**config.mk**
```make
export PLATFORM = sky130hd
export DESIGN_NAME = rush3d_framebuffer_writer
export DESIGN_NICKNAME = d
export VERILOG_FILES = /design/src/rtl/rush3d_pkg.sv /design/src/rtl/rush3d_fb_addr_gen.sv /design/src/rtl/rush3d_framebuffer_writer.sv
export SDC_FILE = /design/constraint.sdc
export NUM_CORES = 1
export LEC_CHECK = 0
export CORE_MARGIN = 5
export CORE_UTILIZATION = 45
export DETAILED_ROUTE_END_ITERATION = 6
export PLACE_DENSITY = 0.79
export SLEW_MARGIN = 0
export SYNTH_ARGS = -nofsm -noshare
export SYNTH_HDL_FRONTEND = slang
export SYNTH_SLANG_ARGS = --single-unit
```
**constraint.sdc**
```tcl
create_clock -name clock -period 6.9 [get_ports clock]
set_clock_uncertainty 0.15 [all_clocks]
set_input_delay 1.38 -clock clock [delete_from_list [all_inputs] [get_ports clock]]
set_output_delay 1.38 -clock clock [all_outputs]
set_load 0.01 [all_outputs]
```
**src/rtl/rush3d_pkg.sv**
```systemverilog
// Shared raster-backend definitions: write-state encodings seen by the controller,
// pixel word field offsets and the default framebuffer base addresses.
package rush3d_pkg;

    typedef enum logic [3:0] {
        WRITE_STATE_WAIT       = 4'd0,
        WRITE_STATE_WRITE      = 4'd1,
        WRITE_STATE_PURGE      = 4'd2,
        WRITE_STATE_BACKGROUND = 4'd3
    } write_state_t;

    // Pixel FIFO word layout: {x[63:48], y[47:32], colour[31:0]}
    localparam int PIX_X_LSB      = 48;
    localparam int PIX_Y_LSB      = 32;
    localparam int PIX_COLOUR_LSB = 0;
    localparam int PIX_COORD_W    = 16;

    localparam logic [31:0] BUF0_BASE_DEFAULT = 32'h3000_0000;
    localparam logic [31:0] BUF1_BASE_DEFAULT = 32'h3012_C000;

endpackage

```
**src/rtl/rush3d_fb_addr_gen.sv**
```systemverilog
// Framebuffer byte address for pixel (x,y): base + (y*H_RES + x)*4, plus on-screen check.
// Latency: combinational.
// Backpressure: none, pure function of its inputs.
module rush3d_fb_addr_gen
    import rush3d_pkg::*;
#(
    parameter int H_RES = 640,
    parameter int V_RES = 480
) (
    input  logic [31:0]            base,
    input  logic [PIX_COORD_W-1:0] x,
    input  logic [PIX_COORD_W-1:0] y,
    output logic [31:0]            address,
    output logic                   in_range
);

    localparam int IDX_W = $clog2(H_RES * V_RES);
    localparam int OFF_W = IDX_W + 2;

    logic [IDX_W-1:0] idx;
    logic [OFF_W-1:0] offset;

    // Index is only meaningful when in_range; truncation for off-screen pixels is harmless.
    always_comb begin
        idx      = IDX_W'(y) * IDX_W'(H_RES) + IDX_W'(x);
        offset   = {idx, 2'b00};
        address  = base + {{(32-OFF_W){1'b0}}, offset};
        in_range = ({16'd0, x} < 32'(H_RES)) && ({16'd0, y} < 32'(V_RES));
    end

endmodule

```
**src/rtl/rush3d_framebuffer_writer.sv**
```systemverilog
// Final raster stage: pops shaded pixels into the back buffer and performs background fills.
// Latency: pop to avm_write one cycle; minimum two cycles per pixel, one cycle per fill word.
// Backpressure: avm_waitrequest stalls the write in place; FIFO popped only in WAIT.
module rush3d_framebuffer_writer
    import rush3d_pkg::*;
#(
    parameter int          H_RES     = 640,
    parameter int          V_RES     = 480,
    parameter logic [31:0] BUF0_BASE = BUF0_BASE_DEFAULT,
    parameter logic [31:0] BUF1_BASE = BUF1_BASE_DEFAULT
) (
    input  logic        clock,
    input  logic        reset_n,
    input  logic        fill_background_flag,
    input  logic        current_buffer_flag,
    input  logic [31:0] background_colour,
    input  logic [63:0] pixel_fifo_q,
    input  logic        pixel_fifo_empty,
    output logic        pixel_fifo_rdreq,
    output logic [31:0] avm_address,
    output logic        avm_write,
    output logic [31:0] avm_writedata,
    output logic [3:0]  avm_byteenable,
    input  logic        avm_waitrequest,
    output logic [3:0]  framebuffer_write_state
);

    localparam int                NPIX     = H_RES * V_RES;
    localparam int                CNT_W    = $clog2(NPIX);
    localparam logic [CNT_W-1:0]  LAST_CNT = CNT_W'(NPIX - 1);

    write_state_t     state, state_n;
    logic [CNT_W-1:0] fill_cnt, fill_cnt_n;
    logic [31:0]      addr_n, data_n;
    logic             write_n;
    logic [31:0]      back_base;
    logic [31:0]      pix_addr;
    logic             pix_in_range;

    // Only consumed on the WAIT exit cycle, so a mid-operation flip has no effect.
    assign back_base = current_buffer_flag ? BUF0_BASE : BUF1_BASE;

    rush3d_fb_addr_gen #(
        .H_RES (H_RES),
        .V_RES (V_RES)
    ) u_addr_gen (
        .base     (back_base),
        .x        (pixel_fifo_q[PIX_X_LSB +: PIX_COORD_W]),
        .y        (pixel_fifo_q[PIX_Y_LSB +: PIX_COORD_W]),
        .address  (pix_addr),
        .in_range (pix_in_range)
    );

    always_ff @(posedge clock) begin
        if (!reset_n) begin
            state         <= WRITE_STATE_WAIT;
            fill_cnt      <= '0;
            avm_address   <= '0;
            avm_writedata <= '0;
            avm_write     <= 1'b0;
        end else begin
            state         <= state_n;
            fill_cnt      <= fill_cnt_n;
            avm_address   <= addr_n;
            avm_writedata <= data_n;
            avm_write     <= write_n;
        end
    end

    always_comb begin
        state_n          = state;
        fill_cnt_n       = fill_cnt;
        addr_n           = avm_address;
        data_n           = avm_writedata;
        write_n          = avm_write;
        pixel_fifo_rdreq = 1'b0;
        case (state)
            WRITE_STATE_WAIT: begin
                // Fill request wins over a waiting pixel, which stays in the FIFO.
                if (fill_background_flag) begin
                    state_n    = WRITE_STATE_BACKGROUND;
                    fill_cnt_n = '0;
                    addr_n     = back_base;
                    data_n     = background_colour;
                    write_n    = 1'b1;
                end else if (!pixel_fifo_empty) begin
                    pixel_fifo_rdreq = 1'b1;
                    if (pix_in_range) begin
                        state_n = WRITE_STATE_WRITE;
                        addr_n  = pix_addr;
                        data_n  = pixel_fifo_q[PIX_COLOUR_LSB +: 32];
                        write_n = 1'b1;
                    end else begin
                        state_n = WRITE_STATE_PURGE;
                        write_n = 1'b0;
                    end
                end
            end
            WRITE_STATE_WRITE: begin
                if (!avm_waitrequest) begin
                    state_n = WRITE_STATE_WAIT;
                    write_n = 1'b0;
                end
            end
            WRITE_STATE_PURGE: begin
                state_n = WRITE_STATE_WAIT;
            end
            WRITE_STATE_BACKGROUND: begin
                if (avm_write && !avm_waitrequest) begin
                    if (fill_cnt == LAST_CNT) begin
                        state_n = WRITE_STATE_WAIT;
                        write_n = 1'b0;
                    end else begin
                        fill_cnt_n = fill_cnt + CNT_W'(1);
                        addr_n     = avm_address + 32'd4;
                    end
                end
            end
            default: begin
                state_n = WRITE_STATE_WAIT;
                write_n = 1'b0;
            end
        endcase
    end

    assign avm_byteenable          = 4'hF;
    assign framebuffer_write_state = state;

endmodule

```
==> results_dict.tcl <==
set metrics [dict create \
    die_area_um2 14200 \
    status "completed" \
    ctsResizeCount 0 \
    p_clk_share_pct 24.5 \
    p_comb_share_pct 42.8 \
    min_path_type "reg2reg" \
    cts-root-buf "clkbuf_16" \
    power_leakage_nw 3.12 \
    drtIter0Drc 323 \
    hold_violations 0 \
    drt_pre_antenna_iters 5 \
    yosysSeqAreaShare_pct 31.3 \
    cts_buffers 9 \
    rsz0062_at_grt "no" \
    synth-main-ff-cell "dfxtp_1" \
    ir_drop_v 0.000202 \
    tightest_slew_ns 1.16 \
    rows 39 \
    p_int_mw 1.29 \
    io_buffers 167 \
    setup_violations 0 \
    syn_avg_cell_area_um2 8.40 \
    start_kind "input pin" \
    syn_to_final_growth_pct 37.3 \
    wl_per_cell_um 16.6 \
    swShare_pct 35.8 \
    ys_types 57 \
    required_ns 7.02 \
    grt.overflow.total 0 \
    fp.dieW_um 119 \
    seqPwrFrac_pct 32.7 \
    htreeDepth 3 \
    ios 176 \
    syn-cell-area_um2 5370 \
    fin_crit_ns 5.47 \
    tns_ns 0 \
    hpwlAfterDp_um 12000 \
    die_y_um 119 \
    cts_hold_buf 0 \
    start_util_pct 46.4 \
    grt_use_total_pct 21.5 \
    slew_violations 0 \
    switchingPower_mw 0.721 \
    clk_path_buf_depth 2 \
    fin_hold_ws_ns 0.348 \
    max_freq_mhz 183 \
    fin_crit_sh_pct 79.3 \
    power_per_cell_area_nw_per_um2 273 \
    clkLatencyLatePin_ns 0.34 \
    ys_ff_latch 84 \
    grt_pass1_wl_um 25100 \
    synth_edf_count 0 \
    fin_nets 927 \
    drc 0 \
    synthArstFlopShare_pct 0 \
    crit_fanout 5 \
    grt_max_degree 63 \
    worstPathArrival_ns 5.59 \
    layout_commonest_cell "clkdlybuf4s50_1" \
    ant_nets 0 \
    nFillCells 959 \
    vias_per_cell 5.54 \
    wl_um 15600 \
    drive_gt1_share_pct 4.28 \
    diodes 0 \
    routabilityCongestion 0.840 \
    cts_tree "yes" \
    first_global_vias 5150 \
    ys_warn_count 0 \
    clk_pin_slew_ns 0.07 \
    core-area_um2 11600 \
    clkSinkCount 84 \
    final_cell_mix "165 x clkdlybuf4s50_1, 84 x dfxtp_1, 75 x nand2_1" \
    cp-end-kind "flip-flop" \
    cap_violations 0 \
    slew_headroom_pct 22.4 \
    post-cts-setup-buffer-count 0 \
    path_class "in2reg" \
    synthCells 639 \
    route.vias.total 5187 \
    antenna_found_initial 0 \
]
metal layers:
layer	global-route usage, %	part of all wire (%)	vias up
met5	0	0	-
met3	6.64	7.7	18
li1	-	-	2583
met2	39.3	52	173
met1	24.5	39	2413
met4	4.56	1.6	0
per-stage QoR:
step	util, %	worst slack, ns	instance area (µm²)	power, mW	instances
finish	63.7	1.43	7370	2.01	937
global route	63.7	1.15	7370	2.14	937
CTS	63.7	1.47	7370	2.02	937
detailed placement	61.1	1.10	7070	1.52	921
global placement	61.1	1.35	7070	1.50	921
floorplan	-	2.11	5390	1.17	645
kinds of logic (layout without fill, tap and decap cells):
family / Yosys count / in the layout / share of synthesized area (%)
and+or+nand+nor: 226 / 226 / 20.9
AOI/OAI and AO/OA: 153 / 153 / 19.8
DFF: 84 / 84 / 31.3
buffers and inverters: 56 / 205 / 4.94
xor gates and xnor gates: 50 / 50 / 8.16
adders and majority gates: 36 / 36 / 8.81
muxes: 32 / 32 / 5.97
other: 2 / 8 / 0.140
state kept, by name (all words and copies together), names as in the netlist:
register / flops
fill_cnt: 19
avm_address: 30
framebuffer_write_state: 2
avm_writedata: 32
avm_write: 1
layout make-up:
type	instances	area [µm²]	area share, %
Clock inverter	5	61.3	0.832
Inverter	19	71.3	0.968
Tap cell	143	179	2.43
Multi-Input combinational cell	505	3450	46.8
Sequential cell	84	1680	22.8
Timing Repair Buffer	170	1680	22.9
Clock buffer	11	243	3.29
worst paths after layout:
| kind | slack (ns) | start | to | cells past startpoint |
|---|---|---|---|---|
| setup / recovery | 1.43 | pixel_fifo_q[33] | avm_address[21] | 19 |
| hold / removal | 0.35 | avm_writedata[25] | avm_writedata[25] | 1 |
| setup reg to reg | 3.40 | framebuffer_write_state[1] | avm_writedata[2] | 8 |
| hold reg to reg | 0.35 | avm_writedata[25] | avm_writedata[25] | 1 |
Yosys cell counts (4+ instances only):
master     n  share of area, %
nand3_1   26               2.4
and3_1     6              0.70
nand2_1   75               5.2
o22ai_1    8              0.93
buf_2      8              0.75
inv_1     19               1.3
a21o_1     7              0.98
nor4_1     8              0.93
o21ai_0   30               2.8
xnor2_1   31               5.1
and4_1     5              0.82
clkbuf_1  17               1.2
mux2i_1   32               6.0
o211a_1   34               6.3
nor3_1    13               1.2
nor2b_1    4              0.47
a21oi_1   38               3.5
nor2_1    53               3.7
nand4_1    9               1.0
xor2_1    19               3.1
ha_1      33               7.7
a31oi_1   11               1.3
or2_2      4              0.47
buf_4      8               1.1
and2_1     6              0.70
a21boi_1   4              0.56
dfxtp_1   84                31
critical path: stages:
cell and delay [ns]:
clkdlybuf4s50_1 0.49, ha_1 0.34, ha_1 0.19, inv_1 0.07, fa_1 0.48, inv_1 0.04, ha_1 0.35, o211ai_1 0.10
o21ai_0 0.35, and3_1 0.22, a31oi_1 0.13, nor2_1 0.12, nand2_1 0.07, xnor2_1 0.14, ha_1 0.31, inv_1 0.05
o41ai_1 0.41, a21oi_1 0.13, o22ai_1 0.21
power by group through the flow:
stage	logic (mW)	registers, mW	clock network [mW]
3_3_place_gp	0.841	0.658	0
4_1_cts	0.866	0.656	0.502
6_report	0.861	0.657	0.492
5_1_grt	0.948	0.669	0.522
3_5_place_dp	0.857	0.664	0
2_1_floorplan	0.476	0.694	0
No activity file was read; power rests on OpenSTA's default activity.
